[config.mk]
export PLATFORM = sky130hd
export DESIGN_NAME = ascii_base_packer
export DESIGN_NICKNAME = d
export VERILOG_FILES = /design/src/rtl/gene_pkg.sv /design/src/rtl/ascii_base_decode.sv /design/src/rtl/ascii_base_packer.sv
export SDC_FILE = /design/constraint.sdc
export NUM_CORES = 1
export LEC_CHECK = 0
export BUFFER_PORTS_ARGS = -buffer_cell sky130_fd_sc_hd__buf_2
export CAP_MARGIN = 10
export CORE_ASPECT_RATIO = 1.4
export CORE_UTILIZATION = 35
export DETAILED_ROUTE_END_ITERATION = 8
export PLACE_DENSITY_LB_ADDON = 0.12
export SLEW_MARGIN = 20
export SYNTH_ARGS = -nofsm -noshare
export SYNTH_HDL_FRONTEND = slang
export SYNTH_SLANG_ARGS = --single-unit
export TNS_END_PERCENT = 5
[constraint.sdc]
create_clock -name clk -period 6.8 [get_ports clk]
set_input_delay 1.36 -clock clk [delete_from_list [all_inputs] [get_ports clk]]
set_output_delay 1.36 -clock clk [all_outputs]
set_load 0.005 [all_outputs]
[src/rtl/gene_pkg.sv]
// Shared nucleotide definitions: 2-bit base codes and the ASCII characters
// that map onto them.
package gene_pkg;

    typedef logic [1:0] base_t;

    localparam base_t BASE_A = 2'b00;
    localparam base_t BASE_C = 2'b01;
    localparam base_t BASE_T = 2'b10;
    localparam base_t BASE_G = 2'b11;

    localparam logic [7:0] ASCII_A_UP = 8'h41;
    localparam logic [7:0] ASCII_C_UP = 8'h43;
    localparam logic [7:0] ASCII_G_UP = 8'h47;
    localparam logic [7:0] ASCII_T_UP = 8'h54;
    localparam logic [7:0] ASCII_A_LO = 8'h61;
    localparam logic [7:0] ASCII_C_LO = 8'h63;
    localparam logic [7:0] ASCII_G_LO = 8'h67;
    localparam logic [7:0] ASCII_T_LO = 8'h74;
    localparam logic [7:0] ASCII_LF   = 8'h0A;
    localparam logic [7:0] ASCII_CR   = 8'h0D;

endpackage

[src/rtl/ascii_base_decode.sv]
// Combinational classifier: maps one ASCII byte to a 2-bit base code and
// flags whether it is a base, a silently skipped line terminator, or neither.
module ascii_base_decode
    import gene_pkg::*;
(
    input  logic [7:0] in_byte,
    output base_t      code,
    output logic       is_base,
    output logic       is_skip
);

    always_comb begin
        code    = BASE_A;
        is_base = 1'b0;
        is_skip = 1'b0;
        case (in_byte)
            ASCII_A_UP, ASCII_A_LO: begin
                code    = BASE_A;
                is_base = 1'b1;
            end
            ASCII_C_UP, ASCII_C_LO: begin
                code    = BASE_C;
                is_base = 1'b1;
            end
            ASCII_T_UP, ASCII_T_LO: begin
                code    = BASE_T;
                is_base = 1'b1;
            end
            ASCII_G_UP, ASCII_G_LO: begin
                code    = BASE_G;
                is_base = 1'b1;
            end
            ASCII_LF, ASCII_CR: begin
                is_skip = 1'b1;
            end
            default: begin
                code = BASE_A;
            end
        endcase
    end

endmodule

[src/rtl/ascii_base_packer.sv]
// Packs a stream of ASCII nucleotides LSB-first into WORD_W-bit words of
// 2-bit codes, with a single-entry output register and illegal-byte counting.
module ascii_base_packer
    import gene_pkg::*;
#(
    parameter int WORD_W = 32,
    parameter int CNT_W  = $clog2(WORD_W / 2) + 1
) (
    input  logic              clk,
    input  logic              rst_n,
    input  logic [7:0]        in_data,
    input  logic              in_valid,
    output logic              in_ready,
    input  logic              in_last,
    output logic [WORD_W-1:0] out_data,
    output logic [CNT_W-1:0]  out_count,
    output logic              out_valid,
    input  logic              out_ready,
    output logic              out_last,
    output logic              err_bad_char,
    output logic [15:0]       bad_count
);

    localparam int NB     = WORD_W / 2;
    localparam int FILL_W = CNT_W - 1;

    base_t code;
    logic  is_base;
    logic  is_skip;
    logic  is_illegal;

    logic [WORD_W-1:0] acc_q, acc_d;
    logic [FILL_W-1:0] fill_q, fill_d;
    logic [WORD_W-1:0] out_data_q, out_data_d;
    logic [CNT_W-1:0]  out_count_q, out_count_d;
    logic              out_valid_q, out_valid_d;
    logic              out_last_q, out_last_d;
    logic              err_q, err_d;
    logic [15:0]       bad_q, bad_d;

    logic              accept;
    logic              word_full;
    logic              emit;
    logic [WORD_W-1:0] acc_ins;
    logic [CNT_W-1:0]  count_after;

    ascii_base_decode u_decode (
        .in_byte (in_data),
        .code    (code),
        .is_base (is_base),
        .is_skip (is_skip)
    );

    assign is_illegal = ~is_base & ~is_skip;
    assign in_ready   = ~out_valid_q | out_ready;
    assign accept     = in_valid & in_ready;

    // Bits above the fill point are always zero, so a flushed partial word
    // needs no masking.
    always_comb begin
        acc_ins                       = acc_q;
        acc_ins[{fill_q, 1'b0} +: 2]  = code;
        word_full   = is_base && (fill_q == FILL_W'(NB - 1));
        emit        = accept && (word_full || in_last);
        count_after = CNT_W'(fill_q) + (is_base ? CNT_W'(1) : CNT_W'(0));

        acc_d       = acc_q;
        fill_d      = fill_q;
        out_data_d  = out_data_q;
        out_count_d = out_count_q;
        out_valid_d = out_valid_q;
        out_last_d  = out_last_q;
        err_d       = accept && is_illegal;
        bad_d       = bad_q;

        if (emit) begin
            out_data_d  = is_base ? acc_ins : acc_q;
            out_count_d = count_after;
            out_valid_d = 1'b1;
            out_last_d  = in_last;
            acc_d       = '0;
            fill_d      = '0;
        end else begin
            if (out_valid_q && out_ready) begin
                out_valid_d = 1'b0;
            end
            if (accept && is_base) begin
                acc_d  = acc_ins;
                fill_d = fill_q + FILL_W'(1);
            end
        end

        if (accept && is_illegal && (bad_q != 16'hFFFF)) begin
            bad_d = bad_q + 16'd1;
        end
    end

    always_ff @(posedge clk or negedge rst_n) begin
        if (!rst_n) begin
            acc_q       <= '0;
            fill_q      <= '0;
            out_data_q  <= '0;
            out_count_q <= '0;
            out_valid_q <= 1'b0;
            out_last_q  <= 1'b0;
            err_q       <= 1'b0;
            bad_q       <= '0;
        end else begin
            acc_q       <= acc_d;
            fill_q      <= fill_d;
            out_data_q  <= out_data_d;
            out_count_q <= out_count_d;
            out_valid_q <= out_valid_d;
            out_last_q  <= out_last_d;
            err_q       <= err_d;
            bad_q       <= bad_d;
        end
    end

    assign out_data     = out_data_q;
    assign out_count    = out_count_q;
    assign out_valid    = out_valid_q;
    assign out_last     = out_last_q;
    assign err_bad_char = err_q;
    assign bad_count    = bad_q;

endmodule

* Yosys cells after proc, flatten, opt, wreduce, memory -nomap -nowiden
Cells that the tools add are included.
Word-level totals: output and inout port bits 57, word-level logic and storage cells 58, input port bits 13, flip-flop bits (word level) 92
Cells by class: shifts and indexed selects 2, bitwise operators 6, reduce and logical (&&, ||, !) cells 14, add/sub/neg operators 4, muxes and demuxes 12, eq/ne operators 12
Operator list (number):
- $mux W32 | 3
- $eq A8 B7 Y1 const B | 8
- $bwmux W32 | 1
- $shift A2 B7 Y32 const A | 1
- $shiftx A2 B7 Y32 | 1
- $add A16 B1 Y16 const B | 1
- $eq A8 B4 Y1 const B | 2
- $ne A16 B16 Y1 const B | 1
- $mux W4 | 2
- $reduce_or A2 Y1 | 4
- $reduce_or A8 Y1 | 1
- $neg A5 Y7 | 1
- $logic_and A1 B1 Y1 | 6
- $pmux W2 S3 | 1
- $add A4 B1 Y5 | 1
- $mux W1 | 5
- $add A4 B1 Y4 const B | 1
- $eq A4 B4 Y1 const B | 1
- $reduce_bool A2 Y1 | 2
- $not A1 Y1 | 3
- $and A1 B1 Y1 | 2
- $logic_or A1 B1 Y1 | 1
- $or A1 B1 Y1 | 1

* Depth between registers and ports, before layout
depth after elaboration 7, mapped depth 10, gate-level depth less buffers 8

* Hierarchy
A second synthesis with hierarchy kept.
Second synthesis, totals: cell total of the unflattened synthesis 493, area total of the unflattened synthesis 4675.7 um^2
Modules (own cells, without submodules):
- ascii_base_packer | cells each 476, sequential area each 2302.2 um^2, area each 4573.1 um^2, instances 1
- ascii_base_decode | cells each 17, sequential area each 0.0 um^2, area each 102.6 um^2, instances 1

* Least setup slack after synthesis
No wires, ideal clock.
path kind in2out, start in out_ready, end out in_ready, buffers on the path 1, slack 3.780 ns, required time 5.440 ns, arrival time 1.660 ns, cell stages on the path 2, cells stage by stage nand2b_1 -> clkbuf_1
On the way: longest elaborated chain between the ends 1
Ends and longest elaborated chain:
- start: declaration | RTL line ascii_base_packer.sv:18 | input logic out_ready,
- $or A1 B1 Y1 | RTL line ascii_base_packer.sv:55 | assign in_ready = ~out_valid_q | out_ready;
- end: declaration | RTL line ascii_base_packer.sv:13 | output logic in_ready,
Every way passes these cells.

* Final worst setup path
start in in_data[3], end reg acc_q[25]
On the way: longest elaborated chain between the ends 7, elaborated cells on any way between the ends 23, classes of those cells 8 x eq/ne; 1 x shift; 5 x mux; 9 x reduce/logical
Ends and longest elaborated chain:
- start: declaration | RTL line ascii_base_packer.sv:11 | input logic [7:0] in_data,
- $eq A8 B7 Y1 | RTL line ascii_base_decode.sv:16 | case (in_byte)
- $reduce_or A2 Y1 (tied with other cells) | RTL line ascii_base_decode.sv:16
- $pmux W2 S3 / $mux W1 (equally long branches) | RTL line ascii_base_decode.sv:16
- $shiftx A2 B7 Y32 / $logic_and A1 B1 Y1 (equally long branches) | RTL line ascii_base_packer.sv:62, ascii_base_packer.sv:63
- $bwmux W32 / $logic_or A1 B1 Y1 (equally long branches) | RTL line ascii_base_packer.sv:62, ascii_base_packer.sv:64
- $mux W32 / $logic_and A1 B1 Y1 (equally long branches) | RTL line ascii_base_packer.sv:87, ascii_base_packer.sv:64
- $mux W32 / $reduce_bool A2 Y1 (equally long branches)
- end signal: assignment | RTL line ascii_base_packer.sv:100 | acc_q <= '0;
- end signal: assignment | RTL line ascii_base_packer.sv:109 | acc_q <= acc_d;
- end: declaration | RTL line ascii_base_packer.sv:32 | logic [WORD_W-1:0] acc_q, acc_d;
Parallel ways exist; a longest one is shown, timed or not. The select of a mux whose other input is x is not followed. A chain may end at the register's enable or synchronous reset.

==> qor.yml <==
outcome: "finished, final reports clean"
cts-buffers-inserted: 9
grt_pass1_wl_mm: 23.7
top_usage_layer: "met2"
hpwl_mm: 10.1
nets: 602
cts_setup_buffers: 0
finalHoldViolations: 0
fin_util_pct: 41.8
worstRegToRegCells: 7
antenna_found_initial: 0
grt_max_degree: 60
wire_per_inst_um: 18.7
syn-cell-area_um2: 5110
leakage_nw: 2.46
tightest_slew_ps: 1050
drv_cap: 0
diodes: 0
fin_skew_ps: 3.75
slew_headroom_pct: 29.6
antenna_left: 0
yosysWarnings: 0
detailroute.via_count: 4378
maxSlewViolCount: 0
path_clk_slew_ps: 70
cp_slowest_cell: "nor3_4"
critPathRequiredTime_ps: 7060
synth_edf_count: 0
clk_latency_ps: 340
synth_ff_type: "dfrtp_1"
grt_pass1_vias: 4387
die_h_um: 145
place_inst: 756
rsz0062_at_grt: "false"
routabilityCongestion: 0.834
place_area_um2: 5550
ys_types: 66
dr.first_iter.drc_count: 295
synthMuxAreaShare_pct: 4.87
power.density_nw_per_um2: 229
io_pins: 70
dieArea_um2: 15100
syn_nets: 552
yosys.area_share.adder_pct: 1.71
stdcell_count: 772
io_buffers: 69
final_area_um2: 5890
start_util_pct: 36.2
period_share_pct: 52.3
num_rows: 51
grtUsageMet1_pct: 24.4
clockRootBuffer: "clkbuf_16"
synth_simple_gate_area_share_pct: 17.2
drc_errors: 0
core_area_um2: 14100
avgViaCountPerCell: 5.67
critPathKind: "input pin to register"
finalPower_mw: 1.35
synthCells: 532
crit_chain: "buf_2, or3b_1, nor3_4, nand2_1, o22ai_1"
drtPass1Iterations: 5
worstHoldPathType: "register to register"
syn_avg_cell_area_um2: 9.61
wirelength_mm: 14.4
cp-end-kind: "register"
max_freq_mhz: 281
critPathMaxFanout: 26
clock-sinks: 92
cts_resized: 0
post-route-min-period_ps: 3560
cts_buffer_depth: 2
synth_seq_cells: 92
hold_buffers: 0
synth_xor_xnor_area_share_pct: 2.74
grt.total_usage_pct: 19.9
synth_top_family_by_area: "compound AO/OA/AOI/OAI gates"
critPathLaunchType: "input pin"
overflow: 0
synth_compound_area_share_pct: 22.7
synthArstFlopShare_pct: 100
slowest_delay_ps: 950
cp.arrival_ps: 3820
tritoncts: "built"
cts.htree.levels: 3
setup_viol_count_final: 0
timing.reg2reg.setup_slack_ps: 3650
grtUsageMet2_pct: 34.9
fin_tns_setup_ps: 0
area_growth_pct: 15.3
n_fill_cell: 1402
fp.dieW_um: 104
max-vdd-ir-drop_uv: 164
ys_seq_area_share_pct: 45.1
drive_gt1_share_pct: 20.4
hold_path_depth: 1
grt_util_met3_pct: 3.32
## flip-flops by register name, summed over array words and instances, names as in the netlist
name,cells
err_bad_char,1
out_last,1
fill_q,4
acc_q,32
out_data,32
out_valid,1
out_count,5
bad_count,16
## stage by stage
step                      hold slack [ps]  setup WS (ps)
after detailed placement              482           2910
final                                 490           3240
after global routing                  511           3020
after floorplan                       456           3780
after global placement                474           2910
after CTS                             497           3230
## routing by layer
layer / vias up / share of wire, %
met2: 93 / 51
met4: 0 / 2.0
met5: - / 0
met1: 2175 / 44
li1: 2089 / -
met3: 21 / 3.7
## synth_stat cells, drive strengths merged, types with 4 or more instances
library cell | n | area, µm²
dfrtp | 92 | 2300
mux2i | 17 | 170
nor3 | 17 | 96.4
nand3 | 16 | 80.1
nor2 | 19 | 81.3
nor4b | 4 | 35.0
o21ai | 70 | 350
a31oi | 7 | 43.8
o31ai | 9 | 67.6
o2bb2ai | 6 | 52.6
mux2 | 7 | 78.8
inv | 29 | 109
or3 | 6 | 37.5
nor4 | 12 | 113
nor3b | 5 | 42.5
o22ai | 23 | 144
clkbuf | 21 | 80.1
a211oi | 24 | 180
buf | 14 | 100
nor2b | 4 | 27.5
ha | 7 | 87.6
nand2 | 28 | 108
or2 | 4 | 25.0
xor2 | 14 | 123
a21oi | 19 | 98.9
nand2b | 8 | 50.1
nand4 | 8 | 50.1
## power by group
part	internal, mW	switching [mW]
combinational	0.0640	0.0956
sequential	0.579	0.0403
clock	0.353	0.217
## cell families after synthesis
| group | count (synthesis) |
|---|---|
| AO/OA/AOI/OAI | 181 |
| AND/OR/NAND/NOR | 148 |
| flip-flops | 92 |
| buffers and inverters | 64 |
| multiplexers | 24 |
| XOR/XNOR | 16 |
| adder cells (fa/ha/maj) | 7 |
## cell type report
| type | instances | area [µm²] | area share [%] |
|---|---|---|---|
| clock buffers | 13 | 270 | 4.59 |
| clock inverters | 3 | 67.6 | 1.15 |
| inverters | 29 | 109 | 1.85 |
| multi-input cells | 376 | 2520 | 42.9 |
| flip-flops and latches | 92 | 2300 | 39.1 |
| well taps | 185 | 231 | 3.93 |
| repair buffers | 74 | 385 | 6.54 |
## worst paths after layout
| check | to | startpoint |
|---|---|---|
| worst max-delay path | acc_q[25] | in_data[3] |
| worst min register to register | acc_q[26] | acc_q[26] |
| min in group asynchronous | out_data[12] | rst_n |
| worst min-delay path | acc_q[26] | acc_q[26] |
| max in group asynchronous | out_count[1] | rst_n |
| worst max register to register | out_data[24] | fill_q[0] |
## worst max-delay path: cells and delay by family
| kind | cells | cell delay (ps) |
|---|---|---|
| buf+inv | 1 | 120 |
| compound gates | 1 | 290 |
| simple gates | 3 | 2030 |
## cell usage in the layout, fill, tap and decap left out, types with 5 or more instances in the layout
cell | synthesis | layout
ha_1 | 7 | 7
buf_2 | 8 | 68
nor2_1 | 17 | 17
a21oi_1 | 18 | 18
o22ai_1 | 23 | 23
buf_4 | 2 | 6
a211oi_1 | 24 | 24
o31ai_1 | 9 | 9
nand2b_1 | 8 | 8
or3_1 | 6 | 6
o2bb2ai_1 | 6 | 6
nand3_1 | 16 | 16
nor3_1 | 16 | 16
xor2_1 | 14 | 14
o21ai_0 | 66 | 66
nor4_2 | 6 | 7
nand4_1 | 8 | 8
mux2i_1 | 17 | 17
inv_1 | 28 | 28
nand2_1 | 27 | 27
a31oi_1 | 7 | 7
mux2_2 | 7 | 7
nor4_1 | 6 | 5
dfrtp_1 | 92 | 92
clkbuf_16 | 0 | 9
Note: power is estimated with default switching activity, not from simulation.
